$ cat config.mk
export PLATFORM = sky130hd
export DESIGN_NAME = if_stage_hazard
export DESIGN_NICKNAME = d
export VERILOG_FILES = /design/src/rtl/if_stage_hazard.sv
export SDC_FILE = /design/constraint.sdc
export NUM_CORES = 1
export LEC_CHECK = 0
export CORE_MARGIN = 2
export CORE_UTILIZATION = 30
export DETAILED_ROUTE_END_ITERATION = 10
export GPL_TIMING_DRIVEN = 0
export PLACE_DENSITY = 0.61
export SLEW_MARGIN = 20
export SYNTH_ARGS = -nofsm -noshare
export SYNTH_HDL_FRONTEND = slang
export SYNTH_SLANG_ARGS = --single-unit
export TNS_END_PERCENT = 5
$ cat constraint.sdc
create_clock -name clk -period 2.5 [get_ports clk]
set_input_delay 0.5 -clock clk [delete_from_list [all_inputs] [get_ports clk]]
set_output_delay 0.5 -clock clk [all_outputs]
set_load 0.05 [all_outputs]
$ cat src/rtl/if_stage_hazard.sv
// Instruction-fetch stage: owns the PC and IF/ID register, detects load-use
// hazards against the ID/EX load, and flushes on an EX-resolved taken branch.
module if_stage_hazard #(
  parameter int unsigned PC_W     = 8,
  parameter int unsigned PC_INC   = 4,
  parameter int unsigned RESET_PC = 0
) (
  input  logic            clk,
  input  logic            reset,
  output logic [PC_W-1:0] imem_addr,
  input  logic [31:0]     imem_data,
  input  logic            branch_taken,
  input  logic [PC_W-1:0] branch_target,
  input  logic            ex_load,
  input  logic [3:0]      ex_rd,
  output logic [PC_W-1:0] pc,
  output logic [31:0]     ifid_instr,
  output logic [PC_W-1:0] ifid_pc4,
  output logic            ifid_valid,
  output logic            ctrl_sel,
  output logic [15:0]     stall_cnt,
  output logic [15:0]     flush_cnt
);

  localparam logic [PC_W-1:0] LP_INC      = PC_W'(PC_INC);
  localparam logic [PC_W-1:0] LP_RESET_PC = PC_W'(RESET_PC);
  localparam logic [15:0]     LP_CNT_MAX  = 16'hFFFF;

  logic [PC_W-1:0] r_pc;
  logic [31:0]     r_ifid_instr;
  logic [PC_W-1:0] r_ifid_pc4;
  logic            r_ifid_valid;
  logic [15:0]     r_stall_cnt;
  logic [15:0]     r_flush_cnt;

  logic            w_use_rn;
  logic            w_use_rm;
  logic            w_use_rd;
  logic            w_hazard;
  logic [PC_W-1:0] w_pc_inc;
  logic [3:0]      w_opc;

  assign w_opc    = r_ifid_instr[24:21];
  assign w_pc_inc = r_pc + LP_INC;

  // Source-register usage of the instruction sitting in IF/ID; MOV/MVN have no Rn.
  always_comb begin
    w_use_rn = 1'b0;
    w_use_rm = 1'b0;
    w_use_rd = 1'b0;
    if (r_ifid_instr != 32'd0) begin
      if (r_ifid_instr[27:25] == 3'b000) begin
        w_use_rn = !((w_opc == 4'b1101) || (w_opc == 4'b1111));
        w_use_rm = 1'b1;
      end else if (r_ifid_instr[27:25] == 3'b001) begin
        w_use_rn = !((w_opc == 4'b1101) || (w_opc == 4'b1111));
      end else if (r_ifid_instr[27:26] == 2'b01) begin
        w_use_rn = 1'b1;
        w_use_rd = !r_ifid_instr[20];
      end
    end
  end

  assign w_hazard = ex_load && r_ifid_valid &&
                    ((w_use_rn && (r_ifid_instr[19:16] == ex_rd)) ||
                     (w_use_rm && (r_ifid_instr[3:0]   == ex_rd)) ||
                     (w_use_rd && (r_ifid_instr[15:12] == ex_rd)));

  // Priority: flush over stall over normal fetch.
  always_ff @(posedge clk or posedge reset) begin
    if (reset) begin
      r_pc         <= LP_RESET_PC;
      r_ifid_instr <= 32'd0;
      r_ifid_pc4   <= '0;
      r_ifid_valid <= 1'b0;
      r_stall_cnt  <= 16'd0;
      r_flush_cnt  <= 16'd0;
    end else if (branch_taken) begin
      r_pc         <= branch_target;
      r_ifid_instr <= 32'd0;
      r_ifid_pc4   <= '0;
      r_ifid_valid <= 1'b0;
      if (r_flush_cnt != LP_CNT_MAX) r_flush_cnt <= r_flush_cnt + 16'd1;
    end else if (w_hazard) begin
      if (r_stall_cnt != LP_CNT_MAX) r_stall_cnt <= r_stall_cnt + 16'd1;
    end else begin
      r_pc         <= w_pc_inc;
      r_ifid_instr <= imem_data;
      r_ifid_pc4   <= w_pc_inc;
      r_ifid_valid <= 1'b1;
    end
  end

  assign ctrl_sel   = r_ifid_valid && !w_hazard && !branch_taken;
  assign imem_addr  = r_pc;
  assign pc         = r_pc;
  assign ifid_instr = r_ifid_instr;
  assign ifid_pc4   = r_ifid_pc4;
  assign ifid_valid = r_ifid_valid;
  assign stall_cnt  = r_stall_cnt;
  assign flush_cnt  = r_flush_cnt;

endmodule

==> results.py, run 1 <==
metrics = {
    "critical_path": {
        "crit_chain": "dlygate4sd2_1 > xor2_1 > nor4_1 > nand2_1 > a31oi_4 > nor2_4 > and2_4 > buf_8",
        "crit_buf_inv": 2,
        "cpPeakStageDelay_ns": 0.30,
        "worstPathRequired_ns": 2.00,
        "crit_end": "ctrl_sel",
        "cpLargestDelayFamily": "simple AND/OR/NAND/NOR gates",
        "crit_arrival_ns": 2.04,
        "start_kind": "input port",
        "critPathSlowestCell": "nor4_1",
        "r2r_cells": 9,
        "r2r-start": "ifid_instr[2]",
        "worstPathMaxFanout": 3,
        "critPathLaunch": "ex_rd[2]",
        "r2r_end": "ifid_instr[13]",
        "r2r_setup_slack_ns": 0.11,
        "crit_cells": 8,
        "crit_type": "in2out",
        "end_kind": "output port",
    },
    "synthesis": {
        "syn_nets": 410,
        "synth_seq_cells": 81,
        "synth_largest_area_cell": "dfrtp_1",
        "synth_edf_count": 0,
        "synth_area_leaders": "dfrtp_1 (52%), mux2i_1 (10%), xnor2_1 (7.2%), nor2_1 (4.9%), xor2_1 (3.4%)",
        "syn_inst": 359,
        "syn_area_um2": 3900,
        "synth_area_per_cell_um2": 10.9,
        "yosysTopAreaCellShare_pct": 51.9,
        "yosys_most_used_dff": "dfrtp_1",
        "yosys.cell_types.count": 33,
        "async_flop_share_pct": 100,
        "yosys_warnings": 0,
        "seq_area_frac_synth_pct": 51.9,
    },
    "sta": {
        "finClkSkew_ns": 0.0120,
        "grt_setup_unrepaired": "yes",
        "maxSlewHeadroom_pct": 53.6,
        "fmax_ghz": 0.393,
        "setup_slack_ns": -0.0422,
        "worstMarginPinSlew_ns": 0.687,
        "fin_crit_sh_pct": 102,
        "drv_slew": 0,
        "period_minus_slack_ns": 2.54,
        "tns_ns": -0.0422,
        "whs_ns": 0.492,
        "setup_viol": 1,
        "hold_viol": 0,
    },
    "cells_and_area": {
        "nFillCells": 1218,
        "final_cells": 694,
        "antenna_cells": 0,
        "drive_above_1_share_pct": 12.6,
        "post-route-util_pct": 47.1,
        "regArea_um2": 2030,
        "multi_input_area_um2": 1780,
        "design_area_um2": 5970,
        "final_nets": 569,
        "area_growth_pct": 52.8,
    },
    "power_and_ir_drop": {
        "p_sw_mw": 1.45,
        "p_int_mw": 2.58,
        "p_leak_nw": 2.44,
        "power_frac_seq_pct": 39.6,
        "p_total_mw": 4.03,
        "powerDensity_nw_per_um2": 676,
        "p_clk_share_pct": 29.9,
        "ir_drop_mv": 0.640,
        "pwr-share-comb_pct": 30.4,
        "switching_share_pct": 36.1,
    },
    "global_route": {
        "grt_overflow": 0,
        "grtUsageMet3_pct": 4.36,
        "grt_pass1_vias": 3222,
        "grt_use_met2_pct": 24.7,
        "track_usage_pct": 15.4,
        "busiest_layer": "met2",
        "use_met1_pct": 20.0,
        "grt_max_degree": 33,
        "antenna_found_initial": 0,
        "grt_pass1_wl_mm": 17.1,
    },
    "clocking": {
        "cts_root_buffer": "clkbuf_16",
        "cts_buffer_depth": 2,
        "clock_latency_ns": 0.34,
        "htreeDepth": 3,
        "numCtsBuffers": 9,
        "clk_pin_slew_ns": 0.06,
        "clock_sinks": 81,
        "cts_tree": "done",
    },
    "worst_hold_path": {
        "hold_path_class": "reg2reg",
    },
    "floorplan": {
        "initial_core_util_pct": 30.8,
        "die_y_um": 118,
        "fp.coreArea_um2": 12700,
        "row_count": 41,
        "dieArea_um2": 13900,
        "ios": 138,
        "fp.dieW_um": 118,
    },
    "placed_design": {
        "pre_cts_ws_ns": -1.40,
        "port_buffers": 137,
        "placed_cells": 670,
        "placement.cell_area_um2": 5540,
        "gp_congestion": 0.788,
        "dp_hpwl_mm": 7.73,
    },
    "routing": {
        "routed_wl_mm": 10.5,
        "route.detailed.drc": 0,
        "viasPerCell": 4.63,
        "drt_first_pass_iters": 4,
        "drtAntennaViolNets": 0,
        "first_iter_violations": 105,
        "wl_per_cell_um": 15.2,
        "num_vias": 3216,
    },
    "status": {
        "status": "finished with violations",
        "violations": "setup timing",
    },
    "job": {
        "maxCapViolations": 0,
    },
}
synthesized netlist by cell type (5+ instances only):
cell type,number
nor2_1,51
buf_4,9
or3_1,5
xor2_1,15
nand3_1,14
a31oi_1,5
nand4_1,14
clkbuf_1,6
buf_6,6
nand2_1,23
xnor2_1,32
mux2i_1,40
and3_1,6
nor4_1,9
o21ai_0,5
nor3_1,8
dfrtp_1,81
inv_1,8
area by class of cell:
| cell class | count | area share (%) |
|---|---|---|
| buffer | 19 | 2.35 |
| clock buffer | 10 | 3.84 |
| clock inverter | 5 | 0.566 |
| inverter | 8 | 0.566 |
| multi-input combinational | 248 | 29.8 |
| sequential | 81 | 34.1 |
| tap | 172 | 3.61 |
| timing repair buffer | 151 | 25.2 |
worst reg2reg max path: stages, from the launching register on:
cell	delay (ns)
dfrtp_2	0.44
xor2_1	0.17
nor4_1	0.30
nand2_1	0.14
a31oi_4	0.29
buf_4	0.27
buf_6	0.18
buf_6	0.19
mux2i_1	0.23
nor2_1	0.06
worst min path at each step:
stage                startpoint            end  cells after the start
2_1_floorplan  branch_target[2]   imem_addr[2]                      2
3_3_place_gp       stall_cnt[4]   stall_cnt[4]                      1
3_5_place_dp      stall_cnt[11]  stall_cnt[11]                      1
4_1_cts           flush_cnt[10]  flush_cnt[10]                      1
5_1_grt           flush_cnt[10]  flush_cnt[10]                      1
6_report          flush_cnt[10]  flush_cnt[10]                      1
registers in the layout, indices dropped and copies added (netlist names):
register / count
ifid_pc4: 8
ifid_instr: 32
ifid_valid: 1
stall_cnt: 16
imem_addr: 8
flush_cnt: 16
power by group through the flow:
stage / registers, mW / logic (mW) / clock network, mW
finish: 1.60 / 1.23 / 1.21
CTS: 1.60 / 1.23 / 1.25
detailed placement: 1.62 / 1.21 / 0
global placement: 1.61 / 1.20 / 0
global route: 1.63 / 1.30 / 1.31
floorplan: 2.02 / 0.350 / 0
cell families (layout without fill, tap and decap cells):
logic type               count (synthesis)  count (layout)  synth area share, %
buffers and inverters                   30             193                 4.93
XOR/XNOR                                47              47                 10.5
flip-flops                              81              81                 51.9
multiplexers                            43              43                 11.1
AND/OR/NAND/NOR                        141             141                 18.2
adder cells (fa/ha/maj)                  3               3                0.961
AO/OA/AOI/OAI                           14              14                 2.31
routing by layer:
layer | vias up | part of all wire [%]
met2 | 93 | 48
met1 | 1556 | 45
li1 | 1552 | -
met5 | - | 0
met3 | 15 | 5.5
met4 | 0 | 1.5
cell usage in the layout, fill, tap and decap left out, types with 2 or more instances in the layout:
cell / Yosys / layout
nand4_1: 14 / 14
nor4_4: 1 / 4
nand2_1: 23 / 23
mux2i_1: 40 / 40
inv_1: 8 / 7
dfrtp_1: 81 / 76
mux2_2: 3 / 3
dlygate4sd2_1: 0 / 3
xnor2_1: 32 / 32
a31oi_1: 5 / 4
or3_1: 5 / 4
clkinvlp_4: 0 / 3
nor4b_1: 3 / 3
clkbuf_16: 0 / 9
clkbuf_1: 6 / 6
xor2_1: 15 / 15
nand3_1: 14 / 14
dfrtp_2: 0 / 5
and3_1: 6 / 6
nor3_1: 8 / 7
buf_6: 6 / 6
ha_1: 3 / 3
clkdlybuf4s50_1: 0 / 132
nor4_1: 9 / 5
buf_12: 0 / 2
o21ai_0: 5 / 5
nor2_1: 51 / 50
clkinv_2: 0 / 2
buf_4: 9 / 19
timing repair:
item / CTS / global route
gates resized for setup: 28 / 9
cloned: 0 / 0
hold buffers: 0 / 0
setup buffers: 6 / 6
pin swaps: 7 / 9
endpoints found under the setup margin: 3 / 51
(Power assumes the default switching activity.)
==> inputs of run 2 (changes only) <==
- PLACE_DENSITY: 0.61 -> unset
==> run 2 against run 1 <==
  * The flow still finishes with violations (setup timing)
  * Clock-buffer cell count unchanged
  * Final area grew 0.75%
  * Die area did not move
  * Routed wire length increased by 0.88%
  * Sequential power about the same
  * Combinational power about the same
  * Via count increased by 0.90%
  * Critical path type is now reg2out
  * Largest power group unchanged
  * Highest routed layer unchanged
==> results.py, run 2 (same netlist as run 1, synthesis figures left out) <==
metrics = {
    "clocking": {
        "numCtsBuffers": 9,
        "cts_tree": "done",
        "clock_latency_ns": 0.33,
        "cts_root_buffer": "clkbuf_16",
        "clk_pin_slew_ns": 0.06,
        "cts-hold-fix-buffers": 0,
        "cts_buffer_depth": 2,
        "htreeDepth": 3,
        "clock_sinks": 81,
    },
    "critical_path": {
        "start_kind": "flip-flop",
        "end_kind": "output port",
        "r2r_end": "ifid_instr[2]",
        "worstPathMaxFanout": 3,
        "crit_arrival_ns": 2.06,
        "worstPathRequired_ns": 2.00,
        "crit_type": "reg2out",
        "crit_chain": "nor4_4 > nand4_1 > o311ai_2 > a31oi_4 > nor2_4 > and2_4 > buf_8",
        "critPathSlowestCell": "dfrtp_2",
        "r2r-start": "ifid_instr[14]",
        "cpPeakStageDelay_ns": 0.44,
        "r2r_cells": 10,
        "r2r_setup_slack_ns": 0.18,
    },
    "global_route": {
        "antenna_found_initial": 0,
        "grt_overflow": 0,
        "grt_pass1_wl_mm": 17.5,
        "grt_max_degree": 30,
        "grt_pass1_vias": 3333,
        "track_usage_pct": 15.5,
    },
    "status": {
        "status": "finished with violations",
        "violations": "setup timing",
    },
    "sta": {
        "setup_slack_ns": -0.0607,
        "grt_setup_unrepaired": "yes",
        "fin_crit_sh_pct": 102,
        "finClkSkew_ns": 0.00828,
        "worstMarginPinSlew_ns": 0.813,
        "tns_ns": -0.0607,
        "setup_viol": 1,
        "maxSlewHeadroom_pct": 45.1,
        "hold_viol": 0,
        "period_minus_slack_ns": 2.56,
        "drv_slew": 0,
        "fmax_ghz": 0.391,
    },
    "power_and_ir_drop": {
        "p_clk_share_pct": 33.4,
        "p_int_mw": 2.81,
        "p_sw_mw": 1.45,
        "ir_drop_mv": 0.844,
        "pwr-share-comb_pct": 28.9,
        "power_frac_seq_pct": 37.7,
        "powerDensity_nw_per_um2": 708,
        "p_leak_nw": 2.46,
        "switching_share_pct": 34.0,
        "p_total_mw": 4.26,
    },
    "floorplan": {
        "fp.dieW_um": 118,
        "fp.coreArea_um2": 12700,
        "ios": 138,
        "initial_core_util_pct": 30.8,
        "row_count": 41,
        "dieArea_um2": 13900,
        "die_y_um": 118,
    },
    "cells_and_area": {
        "drive_above_1_share_pct": 12.5,
        "final_nets": 566,
        "regArea_um2": 2030,
        "nFillCells": 1196,
        "layout_commonest_cell": "clkdlybuf4s50_1",
        "mostFrequentLayoutCells": "clkdlybuf4s50_1 (132), dfrtp_1 (78), nor2_1 (50), mux2i_1 (39), xnor2_1 (32)",
        "design_area_um2": 6010,
        "largest_reg_flops": 32,
        "multi_input_area_um2": 1790,
        "antenna_cells": 0,
        "area_growth_pct": 53.9,
    },
    "worst_hold_path": {
        "hold_path_class": "reg2reg",
        "whs_path_depth": 1,
        "hp-start": "stall_cnt[4]",
        "hold_end": "stall_cnt[4]",
    },
    "routing": {
        "drt_first_pass_iters": 4,
        "drtAntennaViolNets": 0,
        "wl_per_cell_um": 15.4,
        "first_iter_violations": 115,
        "routed_wl_mm": 10.6,
        "num_vias": 3245,
        "route.detailed.drc": 0,
        "viasPerCell": 4.70,
    },
    "placed_design": {
        "gp_congestion": 0.771,
        "port_buffers": 137,
        "placement.cell_area_um2": 5540,
        "dp_hpwl_mm": 7.85,
    },
    "job": {
        "maxCapViolations": 0,
    },
}
## run 2: worst max-delay path, delay by kind of cell, from the launching register on
family                 cells  cell delay (ns)
buffers and inverters      1             0.14
AND/OR/NAND/NOR            4             0.76
flip-flops                 1             0.44
AO/OA/AOI/OAI              2             0.40
## run 2: power by group through the flow
stage | Sequential, mW | Clock (mW) | Combinational, mW
3_5_place_dp | 1.62 | 0 | 1.21
2_1_floorplan | 2.02 | 0 | 0.350
6_report | 1.60 | 1.42 | 1.23
4_1_cts | 1.60 | 1.46 | 1.23
5_1_grt | 1.63 | 1.52 | 1.30
3_3_place_gp | 1.62 | 0 | 1.19
## run 2: how the worst max path moves through the flow
stage,start,end,slack (ns)
CTS,ifid_instr[14],ctrl_sel,-0.16
detailed placement,ex_rd[1],ctrl_sel,-1.41
global placement,ex_rd[1],ctrl_sel,-1.42
floorplan,ifid_instr[17],ctrl_sel,-0.08
global route,ifid_instr[23],ctrl_sel,-0.12
finish,ifid_instr[23],ctrl_sel,-0.06
## run 2: layout make-up
type | count | area share (%)
tap | 172 | 3.58
inverter | 8 | 0.562
buffer | 19 | 2.33
timing repair buffer | 148 | 24.8
clock inverter | 5 | 1.31
sequential | 81 | 33.8
clock buffer | 10 | 3.98
multi-input combinational | 248 | 29.7
## run 2: repair_timing
action / CTS / global route
endpoints found under the setup margin: 9 / 52
gates cloned: 0 / 0
buffers inserted: 6 / 4
gates resized for setup: 32 / 8
pin swaps: 8 / 7
## run 2: per-layer routing
| metal | wire [um] | vias up | global-route usage, % |
|---|---|---|---|
| met1 | 4730 | 1605 | 20.4 |
| met3 | 628 | 7 | 4.07 |
| met4 | 58 | 0 | 3.69 |
| li1 | - | 1543 | - |
| met5 | 0 | - | 0 |
| met2 | 5220 | 90 | 25.3 |
## run 2: per-stage QoR
step	std cells	setup slack [ns]	util (%)	hold slack (ns)
after floorplan	359	-0.0776	-	0.621
after global placement	668	-1.42	43.4	0.484
after detailed placement	670	-1.41	43.7	0.492
after CTS	689	-0.161	47.1	0.504
after global routing	691	-0.119	47.4	0.515
final	691	-0.0607	47.4	0.499
